===== src/rtl/systolic_host_ctrl_pkg.sv =====
// Shared types and constants for the host side of the 4x4 systolic MAC core.
// The matrix and result widths are derived from the core geometry.
package systolic_pkg;

    localparam int MAT_DIM = 4;
    localparam int ELEM_W  = 8;
    localparam int ACC_W   = 32;
    localparam int BEAT_W  = 64;

    localparam int MAT_W   = MAT_DIM * MAT_DIM * ELEM_W;
    localparam int RES_W   = MAT_DIM * MAT_DIM * ACC_W;

    typedef enum logic [2:0] {
        IDLE,
        SEND,
        RECV,
        DONE,
        ERR
    } host_state_t;

endpackage


===== src/rtl/systolic_host_ctrl_beat_serializer.sv =====
// Holds the captured A/B matrices and presents one registered 64-bit input beat:
// {A row k, B column k}, with element 0 of each group in the most significant byte.
module beat_serializer
    import systolic_pkg::*;
#(
    parameter int IW = 3
) (
    input  logic              i_clk,
    input  logic              i_rst,
    input  logic              i_load,
    input  logic              i_advance,
    input  logic [IW-1:0]     i_idx,
    input  logic [MAT_W-1:0]  i_a_mat,
    input  logic [MAT_W-1:0]  i_b_mat,
    output logic [BEAT_W-1:0] o_beat
);

    logic [MAT_W-1:0]  r_a;
    logic [MAT_W-1:0]  r_b;
    logic [BEAT_W-1:0] r_beat;
    logic [BEAT_W-1:0] w_next_beat;

    function automatic logic [BEAT_W-1:0] pack_beat(input logic [MAT_W-1:0] a,
                                                     input logic [MAT_W-1:0] b,
                                                     input int               k);
        logic [BEAT_W-1:0] v;
        v = '0;
        for (int e = 0; e < MAT_DIM; e++) begin
            v[BEAT_W-1-ELEM_W*e -: ELEM_W]   = a[MAT_W-1-ELEM_W*(MAT_DIM*k+e) -: ELEM_W];
            v[BEAT_W/2-1-ELEM_W*e -: ELEM_W] = b[MAT_W-1-ELEM_W*(MAT_DIM*e+k) -: ELEM_W];
        end
        return v;
    endfunction

    always_comb begin
        w_next_beat = '0;
        for (int k = 0; k < MAT_DIM; k++) begin
            if (i_idx == IW'(k)) begin
                w_next_beat = pack_beat(r_a, r_b, k);
            end
        end
    end

    // Beat 0 is built straight from the inputs so it is ready the cycle SEND begins.
    always_ff @(posedge i_clk or posedge i_rst) begin
        if (i_rst) begin
            r_a    <= '0;
            r_b    <= '0;
            r_beat <= '0;
        end else if (i_load) begin
            r_a    <= i_a_mat;
            r_b    <= i_b_mat;
            r_beat <= pack_beat(i_a_mat, i_b_mat, 0);
        end else if (i_advance) begin
            r_beat <= w_next_beat;
        end
    end

    assign o_beat = r_beat;

endmodule


===== src/rtl/systolic_host_ctrl.sv =====
// Host controller: streams A/B to the systolic core as input beats, collects the
// result beats into a 512-bit word, and aborts on timeout or an early core answer.
module systolic_host_ctrl
    import systolic_pkg::*;
#(
    parameter int N_IN_BEATS  = 4,
    parameter int N_OUT_BEATS = 8,
    parameter int TIMEOUT     = 1024
) (
    input  logic              clk,
    input  logic              reset,
    input  logic              start,
    input  logic [MAT_W-1:0]  a_mat,
    input  logic [MAT_W-1:0]  b_mat,
    output logic [BEAT_W-1:0] tx_data,
    output logic              tx_valid,
    input  logic              tx_ready,
    output logic              tx_sof,
    input  logic [BEAT_W-1:0] rx_data,
    input  logic              rx_valid,
    output logic              rx_ready,
    output logic              busy,
    output logic              done,
    output logic              error,
    output logic [RES_W-1:0]  result
);

    localparam int KW = $clog2(N_IN_BEATS + 1);
    localparam int JW = $clog2(N_OUT_BEATS + 1);
    localparam int TW = $clog2(TIMEOUT + 1);

    host_state_t      r_state;
    host_state_t      w_next;
    logic [KW-1:0]    r_kcnt;
    logic [JW-1:0]    r_jcnt;
    logic [TW-1:0]    r_idle;
    logic [RES_W-1:0] r_result;

    logic [KW-1:0]    w_knext;
    logic             w_load;
    logic             w_adv;
    logic             w_tx_hs;
    logic             w_rx_hs;
    logic             w_timeout;
    logic             w_k_last;
    logic             w_j_last;

    assign w_knext   = r_kcnt + KW'(1);
    assign w_tx_hs   = (r_state == SEND) && tx_ready;
    assign w_rx_hs   = (r_state == RECV) && rx_valid;
    assign w_timeout = (r_idle == TW'(TIMEOUT - 1));
    assign w_k_last  = (r_kcnt == KW'(N_IN_BEATS - 1));
    assign w_j_last  = (r_jcnt == JW'(N_OUT_BEATS - 1));
    assign w_load    = (r_state == IDLE) && start;
    assign w_adv     = w_tx_hs && !rx_valid && !w_k_last;

    always_comb begin
        w_next = r_state;
        case (r_state)
            IDLE: if (start) w_next = SEND;
            SEND: begin
                // A core answering before all input is delivered is a protocol fault.
                if (rx_valid)          w_next = ERR;
                else if (tx_ready)     w_next = w_k_last ? RECV : SEND;
                else if (w_timeout)    w_next = ERR;
            end
            RECV: begin
                if (rx_valid)          w_next = w_j_last ? DONE : RECV;
                else if (w_timeout)    w_next = ERR;
            end
            DONE:    w_next = IDLE;
            ERR:     w_next = IDLE;
            default: w_next = IDLE;
        endcase
    end

    always_ff @(posedge clk or posedge reset) begin
        if (reset) r_state <= IDLE;
        else       r_state <= w_next;
    end

    always_ff @(posedge clk or posedge reset) begin
        if (reset) begin
            r_kcnt <= '0;
            r_jcnt <= '0;
            r_idle <= '0;
        end else begin
            if (w_load) begin
                r_kcnt <= '0;
                r_jcnt <= '0;
            end
            if (w_adv)   r_kcnt <= w_knext;
            if (w_rx_hs) r_jcnt <= r_jcnt + JW'(1);

            // Idle counter stops at TIMEOUT at most, since reaching TIMEOUT-1 leaves SEND/RECV.
            if (w_load || w_tx_hs || w_rx_hs)
                r_idle <= '0;
            else if (r_state == SEND || r_state == RECV)
                r_idle <= r_idle + TW'(1);
        end
    end

    // Cleared on the way into ERR so the aborted job never shows a partial result.
    always_ff @(posedge clk or posedge reset) begin
        if (reset) begin
            r_result <= '0;
        end else if (w_next == ERR) begin
            r_result <= '0;
        end else if (w_rx_hs) begin
            for (int s = 0; s < N_OUT_BEATS; s++) begin
                if (r_jcnt == JW'(s)) r_result[RES_W-1-BEAT_W*s -: BEAT_W] <= rx_data;
            end
        end
    end

    beat_serializer #(
        .IW (KW)
    ) u_ser (
        .i_clk     (clk),
        .i_rst     (reset),
        .i_load    (w_load),
        .i_advance (w_adv),
        .i_idx     (w_knext),
        .i_a_mat   (a_mat),
        .i_b_mat   (b_mat),
        .o_beat    (tx_data)
    );

    assign tx_valid = (r_state == SEND);
    assign tx_sof   = (r_state == SEND) && (r_kcnt == '0);
    assign rx_ready = (r_state == RECV);
    assign busy     = (r_state == SEND) || (r_state == RECV);
    assign done     = (r_state == DONE);
    assign error    = (r_state == ERR);
    assign result   = r_result;

endmodule


===== config.mk =====
export PLATFORM = sky130hd
export DESIGN_NAME = systolic_host_ctrl
export DESIGN_NICKNAME = d
export VERILOG_FILES = /design/src/rtl/systolic_host_ctrl_pkg.sv /design/src/rtl/systolic_host_ctrl_beat_serializer.sv /design/src/rtl/systolic_host_ctrl.sv
export SDC_FILE = /design/constraint.sdc
export NUM_CORES = 2
export LEC_CHECK = 0
export ABC_AREA = 1
export CAP_MARGIN = 20
export CORE_ASPECT_RATIO = 0.6
export CORE_UTILIZATION = 24
export DETAILED_ROUTE_END_ITERATION = 16
export SYNTH_ARGS = -nofsm -noshare
export SYNTH_HDL_FRONTEND = slang
export SYNTH_SLANG_ARGS = --single-unit

===== constraint.sdc =====
create_clock -name clk -period 36.3 [get_ports clk]
set_clock_uncertainty 0.1 [all_clocks]
set_input_delay 5.445 -clock clk [delete_from_list [all_inputs] [get_ports clk]]
set_output_delay 5.445 -clock clk [all_outputs]
set_load 0.03 [all_outputs]

==> qor.yml <==
status: "complete, no violations"
ys_top_cells_by_count: "1048 x nand3_1, 938 x nand2_1, 853 x dfrtp_1"
synth-edff-count: 0
utilization: 0.331
fin_crit_sh: 0.280
p_total_mw: 3.31
yosysWarnings: 0
worstSkewPairLatency_ps: 690
initial_core_util: 0.243
hpwl_mm: 103
die_area_sq_um: 158000
worstSetupPathType: "in2reg"
synth.most_common_cell: "nand3_1"
synthFlopType: "dfrtp_1"
antenna_left: 0
root_buffer: "clkbuf_16"
synth_top_area_cell: "dfrtp_1"
synth_fa_ha_area_frac: 0.00367
tns_ps: 0
setup_viol: 0
boundaryPins: 907
syn_to_final_growth_pct: 35.8
drt-pass1-iter-count: 7
drt-initial-drc-count: 3422
viasPerCell: 4.74
nets: 5415
final_area_sq_um: 50900
crit_path_end_kind: "flip-flop"
ys_async_sr_fraction: 1.00
h-tree-depth: 3
crit_family: "buffers and inverters"
fmax_mhz: 98.3
p_per_area_nw_per_um2: 65.1
numCtsBuffers: 90
yosysUniqueCellTypes: 26
cp_slowest_stage_delay_ps: 940
synth.top_cells.by_area: "dfrtp_1 57%, nand3_1 14%, nand2_1 9.4%"
overflow: 0
crit_top_cell: "buf_4"
io_buffers: 906
cp_slowest_cell: "buf_4"
grt_usage: 0.188
syn-num-nets: 4765
fin_crit_ps: 10170
place_inst: 7018
synthXorXnorAreaFrac: 0.000468
synth_top_family_by_area: "simple AND/OR/NAND/NOR gates"
num_vias: 34100
final_cells: 7189
post-route-drc-count: 0
clk_pin_slew_ps: 60
p_leak_nw: 24.6
hold_violations: 0
cts_max_path_buffers: 3
grt_pass1_wl_mm: 223
synthMuxAreaShare: 0
worst_pin_slew_ps: 1180
syn-instance-count: 4429
cp_max_fo: 264
slew_violations: 0
grt_pass1_vias: 32100
syn_area_per_cell_sq_um: 8.46
drt-total-wl_mm: 153
drive_gt1_frac: 0.0443
grt_max_degree: 265
start_kind: "primary input"
fp.dieW_um: 512
wire_per_inst_um: 21.3
synth_compound_area_frac: 0.0759
core_sq_um: 154000
hold_class: "reg2reg"
synthesis.area_sq_um: 37500
antenna_found_initial: 6
post_dp_cell_area_sq_um: 47700
vdd_drop_max_mv: 0.0596
path_cells: "clkdlybuf4s50_1 -> inv_1 -> nand2_1 -> nand2_8 -> buf_12 -> buf_4 -> buf_4 -> buf_16 -> buf_4 -> nand3_1 -> nand2_1"
synth_top_area_frac: 0.570
cts_resized: 0
cts_setup_buffers: 0
rsz0062_at_grt: "false"
routabilityCongestion: 0.860
synth-simple-area-share: 0.264
yosysSeqAreaShare: 0.570
max_cap_violations: 0
hold_buffers: 0
synth_seq_cells: 853
cts_tree: "done"
worstPathArrival_ps: 10690
rows: 111
maxSlewHeadroom: 0.212
die_h_um: 308
clkSinkCount: 853
required_ps: 36820
critPathBufInv: 7
==> layout by cell type, fill, tap and decap left out, drive strengths merged <==
cell type / n
nand2: 939
o22ai: 2
o31ai: 2
clkdlybuf4s50: 906
nor3: 3
a21oi: 135
clkinvlp: 5
o21ai: 330
clkbuf: 122
diode: 6
bufinv: 10
nand4: 5
ha: 11
xor2: 2
dfrtp: 853
buf: 49
inv: 359
nand3: 1050
o21bai: 65
nor2: 278
clkinv: 23
==> report_power, final <==
group	internal, mW	total, mW	leakage (nW)	switching [mW]
Combinational	0.341	1.10	11.8	0.758
Sequential	1.15	1.23	11.3	0.0764
Clock	0.562	0.986	1.49	0.424
Total	2.05	3.31	24.6	1.26
==> sequential cells by signal, summed over array words and instances, names as in the netlist <==
register,flops
r_state,3
r_idle,11
r_jcnt,4
u_ser.r_b,128
u_ser.o_beat,64
u_ser.r_a,128
result,512
r_kcnt,3
==> metal layers <==
layer / vias to the layer above / wire length, um / GRT usage
met5: - / 0 / 0
met2: 1224 / 69900 / 0.291
met1: 17000 / 68300 / 0.259
met3: 261 / 8880 / 0.0308
met4: 0 / 6310 / 0.0777
li1: 15600 / - / -
==> final cells by class <==
class	instances	area, sq um
Tap cell	2034	2540
Timing Repair Buffer	955	9530
Inverter	357	1360
Sequential cell	853	21300
Antenna cell	6	15.0
Fill cell	15800	103000
Clock buffer	122	2520
Multi-Input combinational cell	2822	13000
Clock inverter	40	531
==> per-stage QoR <==
stage          worst slack (ps)  hold WS (ps)
2_1_floorplan              6790           349
6_report                  26130           389
5_1_grt                   25760           414
3_3_place_gp              25360           366
4_1_cts                   25990           383
3_5_place_dp              25250           366
==> tightest hold or removal path: stages, from the launching register on <==
cell	delay, ps
dfrtp_1	350
nand2_1	60
nand2_1	50
==> final timing paths <==
kind                            slack [ps]  depth (start not counted)          start       endpoint
max in group asynchronous            27690                          5          reset    result[163]
worst min-delay path                   390                          2  u_ser.r_a[63]  u_ser.r_a[63]
min in group asynchronous             5220                          2          reset  u_ser.r_a[40]
worst max register to register       30450                         15      r_idle[0]    result[185]
worst max-delay path                 26130                         11       rx_valid    result[185]
worst min register to register         390                          2  u_ser.r_a[63]  u_ser.r_a[63]
==> cells by family after synthesis <==
family | Yosys count
buf+inv | 754
flops | 853
xor+xnor | 2
simple gates | 2275
fa+ha+maj | 11
compound gates | 534
No activity file was read; power rests on OpenSTA's default activity.
